==> src/rtl/wb_arbiter_pkg.sv <==
// Shared types and constants for the execute-to-commit writeback arbiter.
// Build option WB_OLDEST_FIRST_EN selects ROB-age priority instead of round-robin.
package wb_arbiter_pkg;

   localparam int unsigned WB_ROB_IDX_W = 4;
   localparam int unsigned WB_IDX_W     = 3;

   localparam int unsigned WB_REQ_ALU0 = 0;
   localparam int unsigned WB_REQ_ALU1 = 1;
   localparam int unsigned WB_REQ_MDU  = 2;
   localparam int unsigned WB_REQ_LSU  = 3;

   typedef struct packed {
      logic                    valid;
      logic [WB_ROB_IDX_W-1:0] rob_entry_num;
      logic                    rd_we;
      logic [4:0]              rd_addr;
      logic [31:0]             result;
      logic                    exception;
   } execute_to_commit_bus_t;

   typedef struct packed {
      logic                g1_v;
      logic                g2_v;
      logic [WB_IDX_W-1:0] g1;
      logic [WB_IDX_W-1:0] g2;
   } wb_grant_t;

   function automatic logic [WB_IDX_W-1:0] wb_idx_inc(input logic [WB_IDX_W-1:0] idx,
                                                     input int unsigned num);
      logic [WB_IDX_W-1:0] nxt;
      nxt = idx + WB_IDX_W'(1);
      if (32'(idx) == num - 1) begin
         nxt = '0;
      end
      return nxt;
   endfunction

endpackage

==> src/rtl/wb_arbiter_pick2.sv <==
// Combinational two-of-N picker: round-robin from a base pointer, or oldest ROB age
// first when WB_OLDEST_FIRST_EN is defined.
module wb_pick2
   import wb_arbiter_pkg::*;
#(
   parameter int unsigned NUM_REQ = 4
`ifdef WB_OLDEST_FIRST_EN
   , parameter int unsigned ROB_IDX_W = WB_ROB_IDX_W
`endif
) (
   input  logic [NUM_REQ-1:0]   i_valid,
`ifdef WB_OLDEST_FIRST_EN
   input  logic [ROB_IDX_W-1:0] i_age [NUM_REQ],
`else
   input  logic [WB_IDX_W-1:0]  i_rr_ptr,
`endif
   output wb_grant_t            o_grant
);

   // Each entry gets a priority key; the two smallest keys win, ties to the lower index.
   int unsigned w_key [NUM_REQ];
   int unsigned w_best1;
   int unsigned w_best2;

   always_comb begin
      for (int i = 0; i < NUM_REQ; i++) begin
`ifdef WB_OLDEST_FIRST_EN
         w_key[i] = 32'(i_age[i]);
`else
         // Distance from the round-robin base, walking upward with wrap.
         if (32'(i) >= 32'(i_rr_ptr)) begin
            w_key[i] = 32'(i) - 32'(i_rr_ptr);
         end else begin
            w_key[i] = 32'(i) + NUM_REQ - 32'(i_rr_ptr);
         end
`endif
      end
   end

   always_comb begin
      o_grant = '0;
      w_best1 = '0;
      w_best2 = '0;
      for (int i = 0; i < NUM_REQ; i++) begin
         if (i_valid[i]) begin
            if (!o_grant.g1_v || (w_key[i] < w_best1)) begin
               if (o_grant.g1_v) begin
                  o_grant.g2_v = 1'b1;
                  o_grant.g2   = o_grant.g1;
                  w_best2      = w_best1;
               end
               o_grant.g1_v = 1'b1;
               o_grant.g1   = WB_IDX_W'(i);
               w_best1      = w_key[i];
            end else if (!o_grant.g2_v || (w_key[i] < w_best2)) begin
               o_grant.g2_v = 1'b1;
               o_grant.g2   = WB_IDX_W'(i);
               w_best2      = w_key[i];
            end
         end
      end
   end

endmodule

==> src/rtl/wb_arbiter.sv <==
// Writeback arbiter: one holding entry per execute pipe, up to two registered grants
// per cycle into commit. WB_OLDEST_FIRST_EN switches grant priority to ROB age.
module wb_arbiter
   import wb_arbiter_pkg::*;
#(
   parameter int unsigned NUM_REQ   = 4,
   parameter int unsigned ROB_IDX_W = WB_ROB_IDX_W
) (
   input  logic                   i_clk,
   input  logic                   i_rst_n,
   input  logic                   i_flush,
   input  logic [ROB_IDX_W-1:0]   i_rob_head,
   input  logic [NUM_REQ-1:0]     i_req_valid,
   input  execute_to_commit_bus_t i_req_bus [NUM_REQ],
   output logic [NUM_REQ-1:0]     o_req_ready,
   output execute_to_commit_bus_t o_execute_to_commit_bus1,
   output execute_to_commit_bus_t o_execute_to_commit_bus2,
   output logic                   o_wb_busy
);

   logic [NUM_REQ-1:0]     r_hold_valid;
   execute_to_commit_bus_t r_hold_bus [NUM_REQ];
   logic [NUM_REQ-1:0]     w_hold_valid_nxt;
   execute_to_commit_bus_t w_hold_bus_nxt [NUM_REQ];

   wb_grant_t              w_grant;
   logic [NUM_REQ-1:0]     w_grant_vec;
   execute_to_commit_bus_t w_bus1;
   execute_to_commit_bus_t w_bus2;

`ifdef WB_OLDEST_FIRST_EN
   logic [ROB_IDX_W-1:0] w_age [NUM_REQ];

   always_comb begin
      for (int i = 0; i < NUM_REQ; i++) begin
         w_age[i] = ROB_IDX_W'(r_hold_bus[i].rob_entry_num) - i_rob_head;
      end
   end

   wb_pick2 #(
      .NUM_REQ   (NUM_REQ),
      .ROB_IDX_W (ROB_IDX_W)
   ) u_pick2 (
      .i_valid (r_hold_valid),
      .i_age   (w_age),
      .o_grant (w_grant)
   );
`else
   logic [WB_IDX_W-1:0] r_rr_ptr;
   logic [WB_IDX_W-1:0] w_last;
   logic                w_unused_rob_head;

   assign w_unused_rob_head = ^i_rob_head;
   assign w_last            = w_grant.g2_v ? w_grant.g2 : w_grant.g1;

   wb_pick2 #(
      .NUM_REQ (NUM_REQ)
   ) u_pick2 (
      .i_valid  (r_hold_valid),
      .i_rr_ptr (r_rr_ptr),
      .o_grant  (w_grant)
   );

   // Grants made in a flush cycle are discarded, so they must not move the pointer either.
   always_ff @(posedge i_clk or negedge i_rst_n) begin
      if (!i_rst_n) begin
         r_rr_ptr <= '0;
      end else if (!i_flush && w_grant.g1_v) begin
         r_rr_ptr <= wb_idx_inc(w_last, NUM_REQ);
      end
   end
`endif

   always_comb begin
      w_bus1 = '0;
      w_bus2 = '0;
      for (int i = 0; i < NUM_REQ; i++) begin
         w_grant_vec[i] = (w_grant.g1_v && (w_grant.g1 == WB_IDX_W'(i))) ||
                          (w_grant.g2_v && (w_grant.g2 == WB_IDX_W'(i)));
         if (w_grant.g1_v && (w_grant.g1 == WB_IDX_W'(i))) begin
            w_bus1       = r_hold_bus[i];
            w_bus1.valid = 1'b1;
         end
         if (w_grant.g2_v && (w_grant.g2 == WB_IDX_W'(i))) begin
            w_bus2       = r_hold_bus[i];
            w_bus2.valid = 1'b1;
         end
      end
   end

   // A granted entry may be refilled in the same cycle, giving one result per cycle per pipe.
   assign o_req_ready = {NUM_REQ{!i_flush}} & (~r_hold_valid | w_grant_vec);
   assign o_wb_busy   = |r_hold_valid;

   always_comb begin
      w_hold_valid_nxt = r_hold_valid;
      w_hold_bus_nxt   = r_hold_bus;
      for (int i = 0; i < NUM_REQ; i++) begin
         if (i_flush) begin
            w_hold_valid_nxt[i] = 1'b0;
         end else if (i_req_valid[i] && o_req_ready[i]) begin
            w_hold_valid_nxt[i] = 1'b1;
            w_hold_bus_nxt[i]   = i_req_bus[i];
         end else if (w_grant_vec[i]) begin
            w_hold_valid_nxt[i] = 1'b0;
         end
      end
   end

   always_ff @(posedge i_clk or negedge i_rst_n) begin
      if (!i_rst_n) begin
         r_hold_valid             <= '0;
         o_execute_to_commit_bus1 <= '0;
         o_execute_to_commit_bus2 <= '0;
         for (int i = 0; i < NUM_REQ; i++) begin
            r_hold_bus[i] <= '0;
         end
      end else begin
         r_hold_valid <= w_hold_valid_nxt;
         for (int i = 0; i < NUM_REQ; i++) begin
            r_hold_bus[i] <= w_hold_bus_nxt[i];
         end
         if (i_flush) begin
            o_execute_to_commit_bus1 <= '0;
            o_execute_to_commit_bus2 <= '0;
         end else begin
            o_execute_to_commit_bus1 <= w_bus1;
            o_execute_to_commit_bus2 <= w_bus2;
         end
      end
   end

endmodule

==> config.mk <==
export PLATFORM = sky130hd
export DESIGN_NAME = wb_arbiter
export DESIGN_NICKNAME = d
export VERILOG_FILES = /design/src/rtl/wb_arbiter_pkg.sv /design/src/rtl/wb_arbiter_pick2.sv /design/src/rtl/wb_arbiter.sv
export SDC_FILE = /design/constraint.sdc
export NUM_CORES = 1
export LEC_CHECK = 0
export ABC_AREA = 1
export CORE_MARGIN = 2
export CORE_UTILIZATION = 56
export DETAILED_ROUTE_END_ITERATION = 16
export PLACE_DENSITY = 0.86
export SLEW_MARGIN = 0
export SYNTH_ARGS = -nofsm -noshare
export SYNTH_HDL_FRONTEND = slang
export SYNTH_HIERARCHICAL = 1
export SYNTH_SLANG_ARGS = --single-unit
export TNS_END_PERCENT = 100
==> constraint.sdc <==
create_clock -name i_clk -period 12.4 [get_ports i_clk]
set_clock_uncertainty 0.1 [all_clocks]
set_input_delay 2.48 -clock i_clk [delete_from_list [all_inputs] [get_ports i_clk]]
set_output_delay 2.48 -clock i_clk [all_outputs]
set_load 0.02 [all_outputs]
==> impl_metrics.yaml <==
status:
  status: "finished clean"
worst_setup_path:
  cp_data_arrival_time_ps: 7730
  crit_family: "simple AND/OR/NAND/NOR gates"
  cpMostUsedCell: "nand2_1"
  critPathSlowestCell: "nand4_4"
  slowest_delay_ps: 720
  worstSetupStartpoint: "r_rr_ptr[0]"
  worstPathMaxFanout: 46
  crit_buf_inv: 7
  timing.rr.end: "r_hold_bus[42]"
  worst-setup-path-type: "flip-flop to output port"
  worst-r2r-cell-count: 39
  r2r-start: "r_rr_ptr[0]"
  reg2reg_slack_ps: 4180
  cp.required_ps: 9820
  crit_path_end_kind: "output port"
  cp-start-kind: "flip-flop"
routing:
  antenna_left: 0
  drt-initial-drc-count: 1668
  drc: 0
  routed_wl_um: 47400
  routedWlPerCell_um: 19.9
  vias: 14523
  viasPerCell: 6.10
  drtPass1Iterations: 6
pwr:
  p_sw_mw: 1.16
  p_int_mw: 2.03
  clkPwrFrac_pct: 31.1
  swShare_pct: 36.3
  ir_drop_mv: 0.108
  power_frac_seq_pct: 36.7
  pwr-share-comb_pct: 32.1
  leakagePower_nw: 9.10
  p_per_area_nw_per_um2: 179
timing:
  hold_ws_ps: 390
  setup_violations: 0
  rsz0062_at_grt: "false"
  hold_viol: 0
  max_freq_ghz: 0.0970
  period_minus_slack_ps: 10310
  slew_viol_final: 0
  tns_ps: 0
  setup_slack_ps: 2090
  post-route-period-util_pct: 83.2
  tightest_slew_ps: 1400
  maxSlewHeadroom_pct: 6.16
clocking:
  clock_tree.buffer_depth: 3
  cts_sinks: 267
  cts_tree: "built"
  clkTransAtPathRegs_ps: 60
  numCtsBuffers: 28
  cts_root_buf: "clkbuf_16"
  worstSkewPairLatency_ps: 550
  cts-resized-gates: 0
  post-cts-setup-buffer-count: 0
  postCtsHoldBufs: 0
  htree_levels: 1
place:
  dp.final_hpwl_um: 26600
  pre_cts_ws_ps: 2790
  port_buffers: 271
  gp_congestion: 0.886
  postPlaceCellArea_um2: 16700
cells_and_area:
  fin_area_um2: 17800
  layout-drive-gt1-share_pct: 5.11
  fill_cells: 1794
  postLayoutCoreUtil_pct: 72.9
  areaGrowthSynthToFinish_pct: 27.1
  nets: 2242
hold_path:
  worst_hold_path.num_cells: 2
  whs_endpoint: "r_hold_bus[21]"
  hp-start: "r_hold_bus[21]"
  hold_path.class: "flip-flop to flip-flop"
flow_run:
  cap_violations: 0
logic_synthesis:
  synth_edf_count: 0
  synth_seq_cells: 267
  synth_cells: 1857
  synth-async-reset-ratio_pct: 100
  synth_area_um2: 14000
  yosysUniqueCellTypes: 37
  synth.avg_cell_area_um2: 7.56
  yosys_warnings: 6
  yosysSeqAreaShare_pct: 47.6
  ys.flop_type: "dfrtp_1"
global_route:
  gr-usage-met2_pct: 57.7
  antenna_found_initial: 2
  grt_max_degree: 144
  top_usage_layer: "met2"
  gr-usage-met1_pct: 46.4
  met3_usage_pct: 7.23
  grtUsageTotal_pct: 35.6
  grt_pass1_vias: 14368
  grt_pass1_wl_um: 74500
  overflow: 0
floorplanning:
  ioPinCount: 280
  die_w_um: 162
  die-area_um2: 26300
  die_h_um: 162
  core-area_um2: 24500
  start_util_pct: 57.4
  row_count: 57
-- flip-flops by register name (all words and copies together), names as in the netlist --
| register | flops |
|---|---|
| r_hold_bus | 172 |
| o_execute_to_commit_bus1 | 44 |
| o_execute_to_commit_bus2 | 44 |
| r_hold_valid | 4 |
| r_rr_ptr | 3 |
-- placed cells by master, fill, tap and decap left out, types with 3 or more instances in the layout --
cell / count
nand2_1: 613
dfrtp_1: 267
clkdlybuf4s50_1: 265
nand4_1: 174
nand3_1: 140
inv_1: 127
nor2_1: 109
o21ai_0: 89
a21oi_1: 59
o211ai_1: 44
clkbuf_16: 29
ha_1: 21
buf_4: 17
o21ai_1: 14
bufinv_16: 9
nand3_2: 8
nand2_2: 8
inv_2: 7
conb_1: 6
buf_2: 5
nor2_4: 4
clkbuf_8: 4
clkbuf_1: 4
clkinv_2: 4
o22ai_1: 4
nand2_4: 3
a31oi_1: 3
-- Yosys cell counts (2+ instances only) --
cell type | instances | area, µm²
a21oi_1 | 59 | 295
a31oi_1 | 3 | 18.8
buf_1 | 16 | 60.1
buf_2 | 39 | 195
buf_4 | 2 | 15.0
clkbuf_1 | 89 | 334
clkinv_1 | 3 | 11.3
dfrtp_1 | 267 | 6680
ha_1 | 21 | 263
inv_1 | 127 | 477
inv_2 | 5 | 18.8
nand2_1 | 616 | 2310
nand2_2 | 6 | 37.5
nand2_4 | 2 | 22.5
nand3_1 | 141 | 706
nand3_2 | 7 | 70.1
nand4_1 | 174 | 1090
nor2_1 | 110 | 413
nor2_2 | 3 | 18.8
nor3_1 | 2 | 10.0
o211ai_1 | 44 | 330
o21ai_0 | 89 | 445
o21ai_1 | 14 | 70.1
o21bai_1 | 2 | 15.0
o22ai_1 | 4 | 25.0
-- tightest hold or removal path, cell delays in order (launching register included) --
cell     delay, ps
dfrtp_1        350
nand2_1         60
nand2_1         50
-- routing by layer --
layer  up-vias  part of all wire, %
met5         -                0.027
met4         2                  3.9
met3       180                   11
met2      1030                   47
met1      6819                   38
li1       6492                    -
-- worst max path at each step --
stage                          end  cells after the start
floorplan           o_req_ready[3]                     41
global placement    o_req_ready[3]                     39
detailed placement  o_req_ready[3]                     39
CTS                 o_req_ready[3]                     39
global route        o_req_ready[3]                     40
finish              o_req_ready[3]                     39
-- cell families (layout without fill, tap and decap cells) --
kind of cell	Yosys count	count (layout)	share of synthesized area, %
AND/OR/NAND/NOR	1065	1065	33.6
buffers and inverters	281	475	7.92
flip-flops	267	267	47.6
AO/OA/AOI/OAI	220	220	8.84
adder cells (fa/ha/maj)	21	21	1.87
other	1	7	0.0267
XOR/XNOR	1	1	0.0624
multiplexers	1	1	0.0803
-- layout make-up --
class | instances | area [µm²] | area share (%)
Antenna cell | 1 | 2.50 | 0.0140
Clock buffer | 37 | 796 | 4.46
Clock inverter | 15 | 307 | 1.72
Inverter | 135 | 512 | 2.87
Multi-Input combinational cell | 1314 | 6310 | 35.4
Sequential cell | 267 | 6680 | 37.5
Tap cell | 324 | 405 | 2.27
Timing Repair Buffer | 288 | 2820 | 15.8
-- per-stage QoR --
stage | cells | power, mW
detailed placement | 2328 | 2.17
floorplan | 1862 | 1.78
global route | 2380 | 3.35
finish | 2381 | 3.19
global placement | 2328 | 2.14
CTS | 2380 | 3.17
-- power groups by stage --
stage               clock [mW]  combinational [mW]  sequential, mW
global route              1.03                1.13            1.19
detailed placement           0               0.993            1.18
CTS                      0.997                1.00            1.17
floorplan                    0               0.585            1.20
global placement             0               0.970            1.17
finish                   0.993                1.03            1.17
No activity file was read; power rests on OpenSTA's default activity.
==> patch 1 (same flow settings) <==
Add a define of `WB_OLDEST_FIRST_EN`.
--- a/src/rtl/wb_arbiter_pick2.sv
+++ b/src/rtl/wb_arbiter_pick2.sv
@@ -2,2 +2,4 @@
 // first when WB_OLDEST_FIRST_EN is defined.
+`define WB_OLDEST_FIRST_EN
+
 module wb_pick2
Function: changed (a bounded check fails within 4 cycles, from zero or initial values and one cycle with i_rst_n low).
==> patch 1 against the original RTL <==
Final area is 0.99% lower. Area after synthesis rose by 0.25%. Worst setup slack lost 1.1 ns. Power shrank 4.3%. Final cell count decreased by 0.67%. Sequential cell count fell by 3. Count of clock-buffer cells in the layout rose by 6. Routed wire length rose by 1.4%. Highest routed layer is now met4.
==> patch 1: results (changes against the original RTL) <==
* Critical R2R Capture: r_hold_bus[124]$_DFFE_PN0P_
* First-pass GRT wire length at 74100 um (-0.55%)
* Final hold slack at 0.371 ns (-0.0192 ns)
* Largest cells by area after synthesis: dfrtp_1, nand2_1, nand4_1, inv_1, a21oi_1
* Dpl ws at 1.15 ns (-1.64 ns)
* Largest vdd supply drop at 112 uV (+3.7%)
* Syn_area_per_cell at 7.72 um^2 (+2.1%)
* R2R Setup Slk at 4.35 ns (+0.17 ns)
* Reg2Reg Depth at 36 (-7.7%)
* CTS H-tree depth at 1 (unchanged)
* Clock-pin transition on the worst setup and hold timing paths at 0.06 ns (about the same)
* Number of inserted diodes at 0 (-1)
* Crit-path slowest cell: clkdlybuf4s50_1
* Via density at 5.97 (-2.1%)
* Final HPWL DP at 28000 um (+5.1%)
* Worst r2r src: r_hold_bus[127]$_DFFE_PN0P_
* Iter 0 DRT Violations at 1589 (-4.7%)
* Pin count of the biggest net entering global routing at 158 (+9.7%)
* Synth Area in XOR/XNOR at 0.00747 (+0.00685)
* Vias in the first global route at 13.8k (-4.0%)
* Fin nets at 2232 (-0.45%)
* Worst Hold Launch: r_hold_bus[34]$_DFFE_PN0P_
* Max Clk Rate at 87.9 MHz (-9.3%)
* Met1 usage at 0.477 (+0.0133)
* Register area share after synthesis at 0.470 (-0.00652)
* Outcome: completed
* IO Port Bufs at 275 (+1.5%)
* Share of cells above drive strength 1 at 0.0501 (-0.000947)
* Met3 Track Usage GR at 0.0611 (-0.0112)
* Measured slew at the worst slew-check pin at 1.36 ns (-0.0443 ns)
* Antenna violations before repair at 1 (-1)
* Synth Area in Adders at 0.0297 (+0.0110)
* Worst Hold End: r_hold_bus[34]$_DFFE_PN0P_
* Maximum fanout along the worst path at 12 (-74%)
* Compound-gate portion of the synthesized area at 0.100 (+0.0119)
* Top layer in use: met4
* Met1 WL at 18500 um (+3.2%)
* Total track usage at 0.361 (+0.00485)
* Total Wirelength at 48000 um (+1.4%)
* Worst endpoint data arrival time at 8.79 ns (+1.06 ns)
* Global routing met2 resource utilization at 0.584 (+0.00754)
* CP max stage delay at 0.62 ns (-0.10 ns)
* CP startpoint: i_rob_head[1]
* Metal3 WL at 5210 um (-3.0%)
* RePlAce Congestion at 0.879 (-0.73%)
* Post-placement cell area at 0.0167 mm^2 (+0.13%)
* WL met2 at 22200 um (about the same)
* Avg WL per Cell at 20.3 um (+2.1%)
* Top cells by count, synth: nand2_1, dfrtp_1, inv_1, nand4_1, a21oi_1
* Pleak at 8.58 nW (-5.7%)
* Final core occ at 0.709 (-0.0197)
* Placed Cells at 2314 (-0.60%)
-- patch 1: changes by cell type after synthesis, moves of 14 or more --
cell,delta
nand2_1,-30
inv_1,+87
a21oi_1,+50
clkbuf_1,-16
nor2_1,-52
o21ai_1,-14
nand3_1,-83
-- patch 1: cell type report --
| type | instances | area, um^2 | share of cell area |
|---|---|---|---|
| timing repair buffer | 289 | 2840 | 0.161 |
| inverter | 222 | 841 | 0.0476 |
| clock buffer | 43 | 838 | 0.0475 |
| clock inverter | 8 | 68.8 | 0.00390 |
| multi-input combinational | 1209 | 6040 | 0.342 |
| tap | 330 | 413 | 0.0234 |
| sequential | 264 | 6610 | 0.374 |
-- patch 1: report_power, final --
group | internal, mW | switching, mW | total (mW) | leakage, nW
logic | 0.374 | 0.685 | 1.06 | 4.74
clock network | 0.484 | 0.351 | 0.835 | 0.452
registers | 1.04 | 0.122 | 1.16 | 3.39
==> patch 2 (same settings) <==
Without the edit above. Make the reset (`i_rst_n`) synchronous in 2 clocked blocks.
--- a/src/rtl/wb_arbiter.sv
+++ b/src/rtl/wb_arbiter.sv
@@ -64,3 +64,3 @@
    // Grants made in a flush cycle are discarded, so they must not move the pointer either.
-   always_ff @(posedge i_clk or negedge i_rst_n) begin
+   always_ff @(posedge i_clk) begin
       if (!i_rst_n) begin
@@ -109,3 +109,3 @@
 
-   always_ff @(posedge i_clk or negedge i_rst_n) begin
+   always_ff @(posedge i_clk) begin
       if (!i_rst_n) begin
Behaviour: differs if i_rst_n is asserted again (counterexample within 4 cycles, from zero or initial values and one cycle with i_rst_n low); with i_rst_n held inactive, the same outputs for 4 cycles.
==> patch 2 against the original RTL <==
Final cell count up 21%. Sequential cell count stayed put. Routed wire length up 3.5%. Final area rose by 2.2%. Worst setup slack got worse by 0.81 ns. Area after synthesis is 3.7% higher. Register-to-register slack worse by 0.52 ns. Core utilization fell by 0.96 points. Die area up 3.6%. Critical path type unchanged. Critical endpoint is now o_req_ready[0].
Power is not compared: it rests on default switching activity, and its combinational part moved more than twofold at a synthesized area within 25%.
==> patch 2: results (changes against the original RTL) <==
* Via density at 5.47 (-10%)
* Post-CTS sizing at 0 (unchanged)
* Bufs on Longest Clock Path at 3 (unchanged)
* Largest vdd supply drop at 106 uV
* Fill cell count at 2062 (+15%)
* Async SR Flop Fraction at 0 (-1.00)
* 1st-pass router iterations at 7 (+1)
* Inserted Clock Buffers at 30 (+7.1%)
* Pleak at 8.73 nW
* Ys Warns at 6 (unchanged)
* Worst endpoint data arrival time at 8.54 ns (+0.81 ns)
* Number of inserted diodes at 0 (-1)
* Outcome: completed
* Clock-pin transition on the worst setup and hold timing paths at 0.06 ns (about the same)
* HP Class: reg2reg
* Most used DFF post-synth: dfxtp_1
* Worst r2r src: r_rr_ptr[0]$_SDFFE_PN0P_
* Measured slew at the worst slew-check pin at 1.22 ns (-0.186 ns)
* Largest cells by area after synthesis: dfxtp_1, inv_1, nand2_1, nand4_1, nor2_1
* Crit-path slowest cell: nand3_4
* CTS root buffer: clkbuf_16
* CP max stage delay at 0.90 ns (+0.18 ns)
* Top cells by count, synth: inv_1, nand2_1, dfxtp_1, nor2_1, nand4_1
* Largest registers: r_hold_bus (172), o_execute_to_commit_bus1 (44), o_execute_to_commit_bus2 (44)
* Setup Buffers After CTS at 0 (unchanged)
* Final HPWL DP at 29000 um (+9.0%)
* Vias in the first global route at 15.1k (+5.1%)
* Clk_lat worst skew at 0.56 ns
* Worst Hold Launch: r_hold_bus[34]$_SDFFE_PN0P_
* Pin count of the biggest net entering global routing at 99 (-31%)
* Worst Setup Path Type: reg2out
* RePlAce Congestion at 0.883 (-0.32%)
* Antenna violations before repair at 1 (-1)
* Synth unique cells at 37 (unchanged)
* Share of cells above drive strength 1 at 0.0389 (-0.0122)
* IO Port Bufs at 271 (unchanged)
* Power Internal at 1.61 mW
* Register area share after synthesis at 0.367 (-0.109)
* CTS H-tree depth at 1 (unchanged)
* Avg WL per Cell at 17.1 um (-14%)
* Iter 0 DRT Violations at 1867 (+12%)
* Fin nets at 2731 (+22%)
* First-pass GRT wire length at 76500 um (+2.6%)
* Dpl ws at 2.09 ns (-0.701 ns)
* Family with the most delay on the worst path: simple AND/OR/NAND/NOR gates
* Maximum fanout along the worst path at 46 (unchanged)
* Total track usage at 0.353 (-0.00278)
-- patch 2: layout make-up --
class	instances	area [um^2]	share of cell area
Inverter	598	2250	0.123
Timing Repair Buffer	284	2790	0.153
Tap cell	330	413	0.0227
Multi-Input combinational cell	1342	6360	0.349
Clock buffer	45	908	0.0499
Clock inverter	9	149	0.00817
Sequential cell	267	5350	0.293
-- patch 2: path summary, 6_finish.rpt --
check,cells after the start,slack (ns),end
setup / recovery,41,1.28,o_req_ready[0]
hold / removal,2,0.37,o_execute_to_commit_bus1[34]$_SDFF_PP0_
setup reg to reg,41,3.66,r_hold_bus[126]$_SDFFE_PN0P_
hold reg to reg,2,0.37,o_execute_to_commit_bus1[34]$_SDFF_PP0_
-- patch 2: kinds of logic after synthesis --
group,count (synthesis),synth area share
xor+xnor,1,0.000602
compound gates,312,0.114
simple gates,1002,0.301
flops,267,0.367
other cells,1,0.000258
fa+ha+maj,21,0.0181
buf+inv,743,0.198
-- patch 2: through the flow --
stage                     hold WS [ns]  cell area, um^2  std cells
after detailed placement         0.358            17200       2821
final                            0.369            18200       2875
after global routing             0.388            18200       2875
after global placement           0.352            17200       2821
after floorplan                  0.345            14600       2352
after CTS                        0.366            18200       2875
-- patch 2: power groups by stage --
stage                     clock network (mW)  logic (mW)  registers [mW]
after floorplan                            0       0.202           0.937
after global placement                     0       0.312           0.939
after detailed placement                   0       0.322           0.941
after CTS                              0.946       0.326           0.923
after global routing                   0.982       0.370           0.928
final                                  0.948       0.333           0.924
-- patch 2: routing by layer --
metal  track usage  part of all wire  up-vias
met4         0.184             0.048        2
li1              -                 -     7475
met5             0           0.00031        -
met1         0.443              0.38     7026
met2         0.583              0.46     1042
met3        0.0619              0.11      192
